<file path="config.mk">
export PLATFORM = sky130hd
export DESIGN_NAME = load_unit
export DESIGN_NICKNAME = d
export VERILOG_FILES = /design/src/rtl/load_unit.sv
export SDC_FILE = /design/constraint.sdc
export NUM_CORES = 1
export LEC_CHECK = 0
export ABC_CLOCK_PERIOD_IN_PS = 3800
export CORE_MARGIN = 1
export CORE_UTILIZATION = 51
export DETAILED_ROUTE_END_ITERATION = 10
export GPL_TIMING_DRIVEN = 0
export HOLD_SLACK_MARGIN = 0.03
export PLACE_DENSITY = 0.89
export SKIP_LAST_GASP = 1
export SYNTH_ARGS = -nofsm -noshare
export SYNTH_HDL_FRONTEND = slang
export SYNTH_SLANG_ARGS = --single-unit
export TNS_END_PERCENT = 30
</file>
<file path="constraint.sdc">
create_clock -name clk -period 3.8 [get_ports clk]
set_clock_uncertainty 0.2 [all_clocks]
set_input_delay 0.57 -clock clk [delete_from_list [all_inputs] [get_ports clk]]
set_output_delay 0.57 -clock clk [all_outputs]
set_load 0.1 [all_outputs]
</file>
<file path="src/rtl/load_unit.sv">
// MIPS load engine: decode lb/lh/lw/lbu/lhu, form base+offset address, read data memory
// over a request/ready handshake, then extract, extend and write back the addressed lanes.
module load_unit #(
    parameter int TIMEOUT = 16
) (
    input  logic        clk,
    input  logic        reset,
    input  logic        start,
    input  logic [31:0] instruction,
    input  logic [31:0] Read_data1,
    input  logic [31:0] mem_rdata,
    input  logic        mem_ready,
    output logic [31:0] mem_addr,
    output logic        mem_read,
    output logic [4:0]  wb_reg,
    output logic [31:0] wb_data,
    output logic        wb_en,
    output logic        busy,
    output logic        done,
    output logic        error
);
    localparam int CW = $clog2(TIMEOUT + 1);
    localparam logic [CW-1:0] LAST_WAIT = CW'(TIMEOUT - 1);

    localparam logic [5:0] OP_LB  = 6'h20;
    localparam logic [5:0] OP_LH  = 6'h21;
    localparam logic [5:0] OP_LW  = 6'h23;
    localparam logic [5:0] OP_LBU = 6'h24;
    localparam logic [5:0] OP_LHU = 6'h25;

    typedef enum logic [2:0] {S_IDLE, S_REQ, S_WB, S_ALGN, S_ERR} state_t;

    state_t          state, next_state;
    logic [5:0]      op_q;
    logic [4:0]      rt_q;
    logic [31:0]     ea_q;
    logic [CW-1:0]   wait_cnt;
    logic [31:0]     wb_data_q;

    logic [5:0]      opc;
    logic [31:0]     ea;
    logic            is_load, misaligned, accept;
    logic [7:0]      byte_v;
    logic [15:0]     half_v;
    logic [31:0]     ext;
    logic            unused_rs;

    assign opc       = instruction[31:26];
    assign ea        = Read_data1 + {{16{instruction[15]}}, instruction[15:0]};
    assign is_load   = (opc == OP_LB) || (opc == OP_LH) || (opc == OP_LW) ||
                       (opc == OP_LBU) || (opc == OP_LHU);
    assign misaligned = (((opc == OP_LH) || (opc == OP_LHU)) && ea[0]) ||
                        ((opc == OP_LW) && (ea[1:0] != 2'b00));
    assign accept    = start && is_load;
    assign unused_rs = ^instruction[25:21];

    assign byte_v = mem_rdata[{ea_q[1:0], 3'b000} +: 8];
    assign half_v = ea_q[1] ? mem_rdata[31:16] : mem_rdata[15:0];

    always_comb begin
        ext = mem_rdata;
        case (op_q)
            OP_LB:   ext = {{24{byte_v[7]}}, byte_v};
            OP_LBU:  ext = {24'h0, byte_v};
            OP_LH:   ext = {{16{half_v[15]}}, half_v};
            OP_LHU:  ext = {16'h0, half_v};
            default: ext = mem_rdata;
        endcase
    end

    always_ff @(posedge clk) begin
        if (reset) state <= S_IDLE;
        else       state <= next_state;
    end

    always_ff @(posedge clk) begin
        if (reset) begin
            op_q      <= '0;
            rt_q      <= '0;
            ea_q      <= '0;
            wait_cnt  <= '0;
            wb_data_q <= '0;
        end else begin
            if (state == S_IDLE && accept) begin
                op_q     <= opc;
                rt_q     <= instruction[20:16];
                ea_q     <= ea;
                wait_cnt <= '0;
            end
            if (state == S_REQ) begin
                if (mem_ready) wb_data_q <= ext;
                else           wait_cnt  <= wait_cnt + 1'b1;
            end
        end
    end

    // Misaligned loads take one dead cycle so faults complete with the same latency as hits.
    always_comb begin
        next_state = state;
        case (state)
            S_IDLE: if (accept) next_state = misaligned ? S_ALGN : S_REQ;
            S_REQ: begin
                if (mem_ready)                  next_state = S_WB;
                else if (wait_cnt == LAST_WAIT) next_state = S_ERR;
            end
            S_ALGN:  next_state = S_ERR;
            S_WB:    next_state = S_IDLE;
            S_ERR:   next_state = S_IDLE;
            default: next_state = S_IDLE;
        endcase
    end

    always_comb begin
        mem_addr = {ea_q[31:2], 2'b00};
        wb_reg   = rt_q;
        wb_data  = wb_data_q;
        mem_read = 1'b0;
        wb_en    = 1'b0;
        busy     = (state != S_IDLE);
        done     = 1'b0;
        error    = 1'b0;
        case (state)
            S_REQ: mem_read = 1'b1;
            S_WB: begin
                done  = 1'b1;
                wb_en = (rt_q != 5'd0);
            end
            S_ERR: begin
                done  = 1'b1;
                error = 1'b1;
            end
            default: ;
        endcase
    end
endmodule
</file>
# --- Word level (Yosys, flattened, before mapping) ---
# Cells that the tools add are included.
classes:
  eq_ne: 16
  addsub: 2
  n_reduce_logical: 17
  shifts: 1
  mux: 14
ops:
  columns: ["operator", "n"]
  rows:
  - ["32-bit one-hot mux with 4 select lines", 1]
  - ["6-bit == test (second input constant)", 9]
  - ["32-bit adder", 1]
  - ["32-bit by 6-bit variable part select with 8-bit output", 1]
  - ["16-bit 2-to-1 mux", 1]
  - ["5-bit 2-to-1 mux", 3]
  - ["3-bit 2-to-1 mux", 3]
  - ["3-bit one-hot mux with 3 select lines", 1]
  - ["3-bit by 2-bit == test with 1-bit output (second input constant)", 2]
  - ["1-bit logical OR", 6]
  - ["5-bit by 1-bit adder with 5-bit output (second input constant)", 1]
  - ["5-bit by 4-bit == test with 1-bit output (second input constant)", 1]
  - ["5-bit nonzero test", 1]
  - ["1-bit logical AND", 4]
  - ["1-bit 2-to-1 mux", 4]
  - ["2-bit AND reduction", 2]
  - ["3-bit by 1-bit == test with 1-bit output (second input constant)", 1]
  - ["3-bit == test (second input constant)", 1]
  - ["3-bit zero test", 1]
  - ["3-bit by 2-bit inequality test with 1-bit output (second input constant)", 1]
  - ["3-bit nonzero test", 1]
  - ["2-bit 2-to-1 mux", 1]
  - ["2-bit inequality test (second input constant)", 1]
  - ["2-bit nonzero test", 1]
  - ["2-bit OR reduction", 1]
word_totals:
  register_bits: 83
  word_cells: 56

# --- Depth between registers and ports, before layout ---
depth:
  depth_word: 10
  ltp_mapped: 9
  ltp_nobuf: 9

# --- Worst setup path before layout ---
# No wires, ideal clock.
synth_timing:
  path_kind: "reg-to-output"
  startpoint: "register rt_q[0] (netlist: wb_reg[0])"
  endpoint: "output wb_en"
  required_time_ns: 3.030
  slack_ns: -1.325
  t_arrival_ns: 4.355
  path_stages_with_launch: 4
  cell_sequence: "dfxtp_1 > or4_1 > nor2_1 > nor4b_1"
synth_between:
  elab_chain_cells: 2
synth_lines:
  columns: ["element", "line", "text"]
  rows:
  - ["start, declared", "35", "logic [4:0] rt_q;"]
  - ["start signal, assigned", "86", "rt_q <= instruction[20:16];"]
  - ["5-bit nonzero test", "126", "wb_en = (rt_q != 5'd0);"]
  - ["1-bit 2-to-1 mux", "122", "case (state)"]
  - ["end, declared", "17", "output logic wb_en,"]
# No other way between the ends.

# --- Final worst setup path ---
layout_timing:
  startpoint: "input instruction[15]"
  endpoint: "register ea_q[31]"
layout_between:
  elab_chain_cells: 1
layout_lines:
  columns: ["element", "line", "text"]
  rows:
  - ["start, declared", "9", "input logic [31:0] instruction,"]
  - ["32-bit adder", "49", "assign ea = Read_data1 + {{16{instruction[15]}}, instruction[15:0]};"]
  - ["end signal, assigned", "80", "ea_q <= '0;"]
  - ["end signal, assigned", "87", "ea_q <= ea;"]
  - ["end, declared", "36", "logic [31:0] ea_q;"]
# No other way between the ends.
# A chain may end at the register's enable or synchronous reset.

==> impl_results.md <==
* Resized Gates After CTS at 0
* Pin count of the biggest net entering global routing at 18
* Critical Path Source Type: primary input
* Worst setup EP type: flip-flop
* Largest buffer count on any clock path at 2
* Worst IR drop on VDD at 0.160 mV
* Area grow syn2layout at 36.8%
* Static leakage at 2.87 nW
* Number of buffers added to fix hold violations after cts at 0
* Overall power at 2.29 mW
* Routed vias at 6,180
* Syn. warnings at 0
* Type of the setup path with the least slack: primary input to flip-flop
* Post-detailed-route via-to-cell ratio at 5.92
* Drc violations at 0
* Most common cell after layout, fill and taps aside: sky130_fd_sc_hd__clkdlybuf4s50_1
* EDFF count, synth at 0
* Starting utilization of the core area at 0.535
* Cell types with the largest area share after synthesis: sky130_fd_sc_hd__dfxtp_1 30%, sky130_fd_sc_hd__ha_1 7.4%, sky130_fd_sc_hd__nand2_1 6.7%
* Post-route ant nets at 0
* Number of I/O port buffers at 165
* Ys async rst share at 0
* Peak Freq at 0.289 GHz
* Headroom to the max-slew limit at 0.332
* Final Util at 0.731
* CP Data Required Time at 3.88 ns
* TritonCTS clock tree: done
* Cell area after synthesis at 5590 µm²
* Placement-stage cell area at 7420 µm²
* First-pass iteration count of the detailed router at 5
* Num Clock Sinks at 83
* Chip width at 107 µm
* Setup repair after global routing missed its margin: no
* Tightest hold margin at 0.260 ns
* Clock-pin slew on the worst setup and hold paths at 0.09 ns
* Power density over cell area at 299 nW/µm²
* Placed instance count at 1,028
* Area of the core at 10,500 µm²
* Nets at 1,037
* Placed wire-length estimate at 14,500 µm
* Leading register cell type out of synthesis: sky130_fd_sc_hd__dfxtp_1
* Leading cell types in the layout, fill and taps excluded: 165 x sky130_fd_sc_hd__clkdlybuf4s50_1, 100 x sky130_fd_sc_hd__nand2_1, 83 x sky130_fd_sc_hd__dfxtp_1
* Cell count after synthesis at 726
* Initial antenna violation count at 0
* Sum of overflow across all layers after global routing at 0
* Fraction of the mapped netlist area in simple logic gates at 0.240
* Fraction of the mapped netlist area in compound gates at 0.274
* Largest area contributor in the synthesized netlist: sky130_fd_sc_hd__dfxtp_1
* Placement row count at 37
* Number of ports placed on the die boundary at 174
* Maximum level of the CTS H-tree at 3
* Final-report setup violation count at 0
* Setup TNS after final layout at 0 ns
* Final worst-path setup slack at 0.338 ns
* Hold/Removal Path Class: flip-flop to flip-flop
* Max Transition Viols Final at 0
* Non-filler instance count after layout at 1,044
* Syn_area_per_cell at 7.70 µm²
* Number of diodes at 0
* Root Driver: sky130_fd_sc_hd__clkbuf_8
* Routability congestion estimate at 0.907
* Die area at 11,400 µm²
* Main combinational cell family by area after synthesis: compound AO/OA/AOI/OAI gates
* Worst-case setup slack after placement at 0.000965 ns
* Cts bufs inserted at 9
* Cell variety after synth at 74
* Wire length of the first global-routing pass at 29,300 µm
* Overall global routing resource usage at 0.327
* Proportion of netlist area held by the largest area contributor at 0.297
* Post-route cell area at 7650 µm²
* Layout cells sized above 1 at 0.0815
* First-iteration detailed-routing DRC count at 382
* Worst-path maximum fanout at 17
* Max Cap Viol at 0
* Synth Register Bits at 83
* Post-Synth XOR/XNOR Area at 0.0235
* Slew of the pin with the lowest slew margin at 0.999 ns
* Fraction of synthesized area in multiplexers at 0.00537
* WL/cell at 17.5 µm
* Drt total wl at 18,300 µm
* Result of the run: finished, final reports clean
* Signal arrival time at the worst endpoint at 3.54 ns
* Final hold violation count at 0
* Number of buffers added for setup after CTS at 0
* Final clock period utilization by the worst path at 0.911
* Tmin final at 3.46 ns
* Vertical die dimension at 107 µm
* Via count of the first global-routing pass at 5,942
* Sequential-to-total area share from yosys stat at 0.297
* Insertion delay to the later sink of the worst-skew pair at 0.36 ns
* Post-Synth Adder-Cell Area at 0.0774
-- kinds of logic after synthesis --
group                      Yosys count
AOI/OAI and AO/OA                  224
xor gates and xnor gates            15
adders and majority gates           34
buffers and inverters               83
DFF                                 83
muxes                                3
other                                1
and+or+nand+nor                    283
-- worst paths after layout --
path                            slack, ns                   from  depth (start not counted)                       end
worst min-delay path                 0.26  ea_q[10]$_SDFFE_PP0P_                          2     ea_q[10]$_SDFFE_PP0P_
worst max register to register       1.39  state[2]$_SDFFE_PP0P_                          5  wb_data[20]$_SDFFE_PP0P_
worst max-delay path                 0.34        instruction[15]                          9     ea_q[31]$_SDFFE_PP0P_
worst min register to register       0.26  ea_q[10]$_SDFFE_PP0P_                          2     ea_q[10]$_SDFFE_PP0P_
-- cell usage after synthesis (4+ instances only) --
master	number
sky130_fd_sc_hd__o21a_1	8
sky130_fd_sc_hd__o211ai_1	6
sky130_fd_sc_hd__a31oi_1	8
sky130_fd_sc_hd__ha_1	33
sky130_fd_sc_hd__clkbuf_1	25
sky130_fd_sc_hd__and2_1	6
sky130_fd_sc_hd__or3_1	4
sky130_fd_sc_hd__nor3_1	20
sky130_fd_sc_hd__o21ai_0	34
sky130_fd_sc_hd__a221oi_1	9
sky130_fd_sc_hd__nor2b_1	4
sky130_fd_sc_hd__and3_1	9
sky130_fd_sc_hd__buf_2	5
sky130_fd_sc_hd__nand3_1	26
sky130_fd_sc_hd__nand3b_1	7
sky130_fd_sc_hd__nand2_1	100
sky130_fd_sc_hd__or4_1	4
sky130_fd_sc_hd__a21o_1	8
sky130_fd_sc_hd__inv_1	17
sky130_fd_sc_hd__buf_4	32
sky130_fd_sc_hd__xnor2_1	8
sky130_fd_sc_hd__nand4_1	5
sky130_fd_sc_hd__nor3b_1	5
sky130_fd_sc_hd__a21oi_1	74
sky130_fd_sc_hd__o22a_1	5
sky130_fd_sc_hd__dfxtp_1	83
sky130_fd_sc_hd__xor2_1	7
sky130_fd_sc_hd__a211oi_1	33
sky130_fd_sc_hd__nor2_1	74
-- report_power, final --
group	switching [mW]	internal [mW]	leakage (nW)
logic	0.403	0.260	2.09
registers	0.00878	0.883	0.670
clock network	0.341	0.392	0.114
total	0.753	1.53	2.87
-- final cells by class --
cell class | count | area, µm²
timing repair buffer | 165 | 1650
buffer | 66 | 392
multi-input combinational | 561 | 3490
fill | 859 | 2810
clock inverter | 5 | 86.3
inverter | 17 | 63.8
tap | 136 | 170
clock buffer | 11 | 141
sequential | 83 | 1660
-- metal layers --
metal,routed length [µm],global-route usage
met1,7500,0.396
met2,8680,0.565
met3,1310,0.0486
met4,782,0.155
met5,0,0
-- worst max-delay path: stages --
cell,delay (ns)
sky130_fd_sc_hd__clkdlybuf4s50_1,0.79
sky130_fd_sc_hd__ha_1,0.64
sky130_fd_sc_hd__nand2_1,0.16
sky130_fd_sc_hd__nor4_4,0.36
sky130_fd_sc_hd__nand3_1,0.13
sky130_fd_sc_hd__a211oi_1,0.38
sky130_fd_sc_hd__o32ai_2,0.16
sky130_fd_sc_hd__xnor2_1,0.14
sky130_fd_sc_hd__a211oi_1,0.21
(Power assumes the default switching activity.)
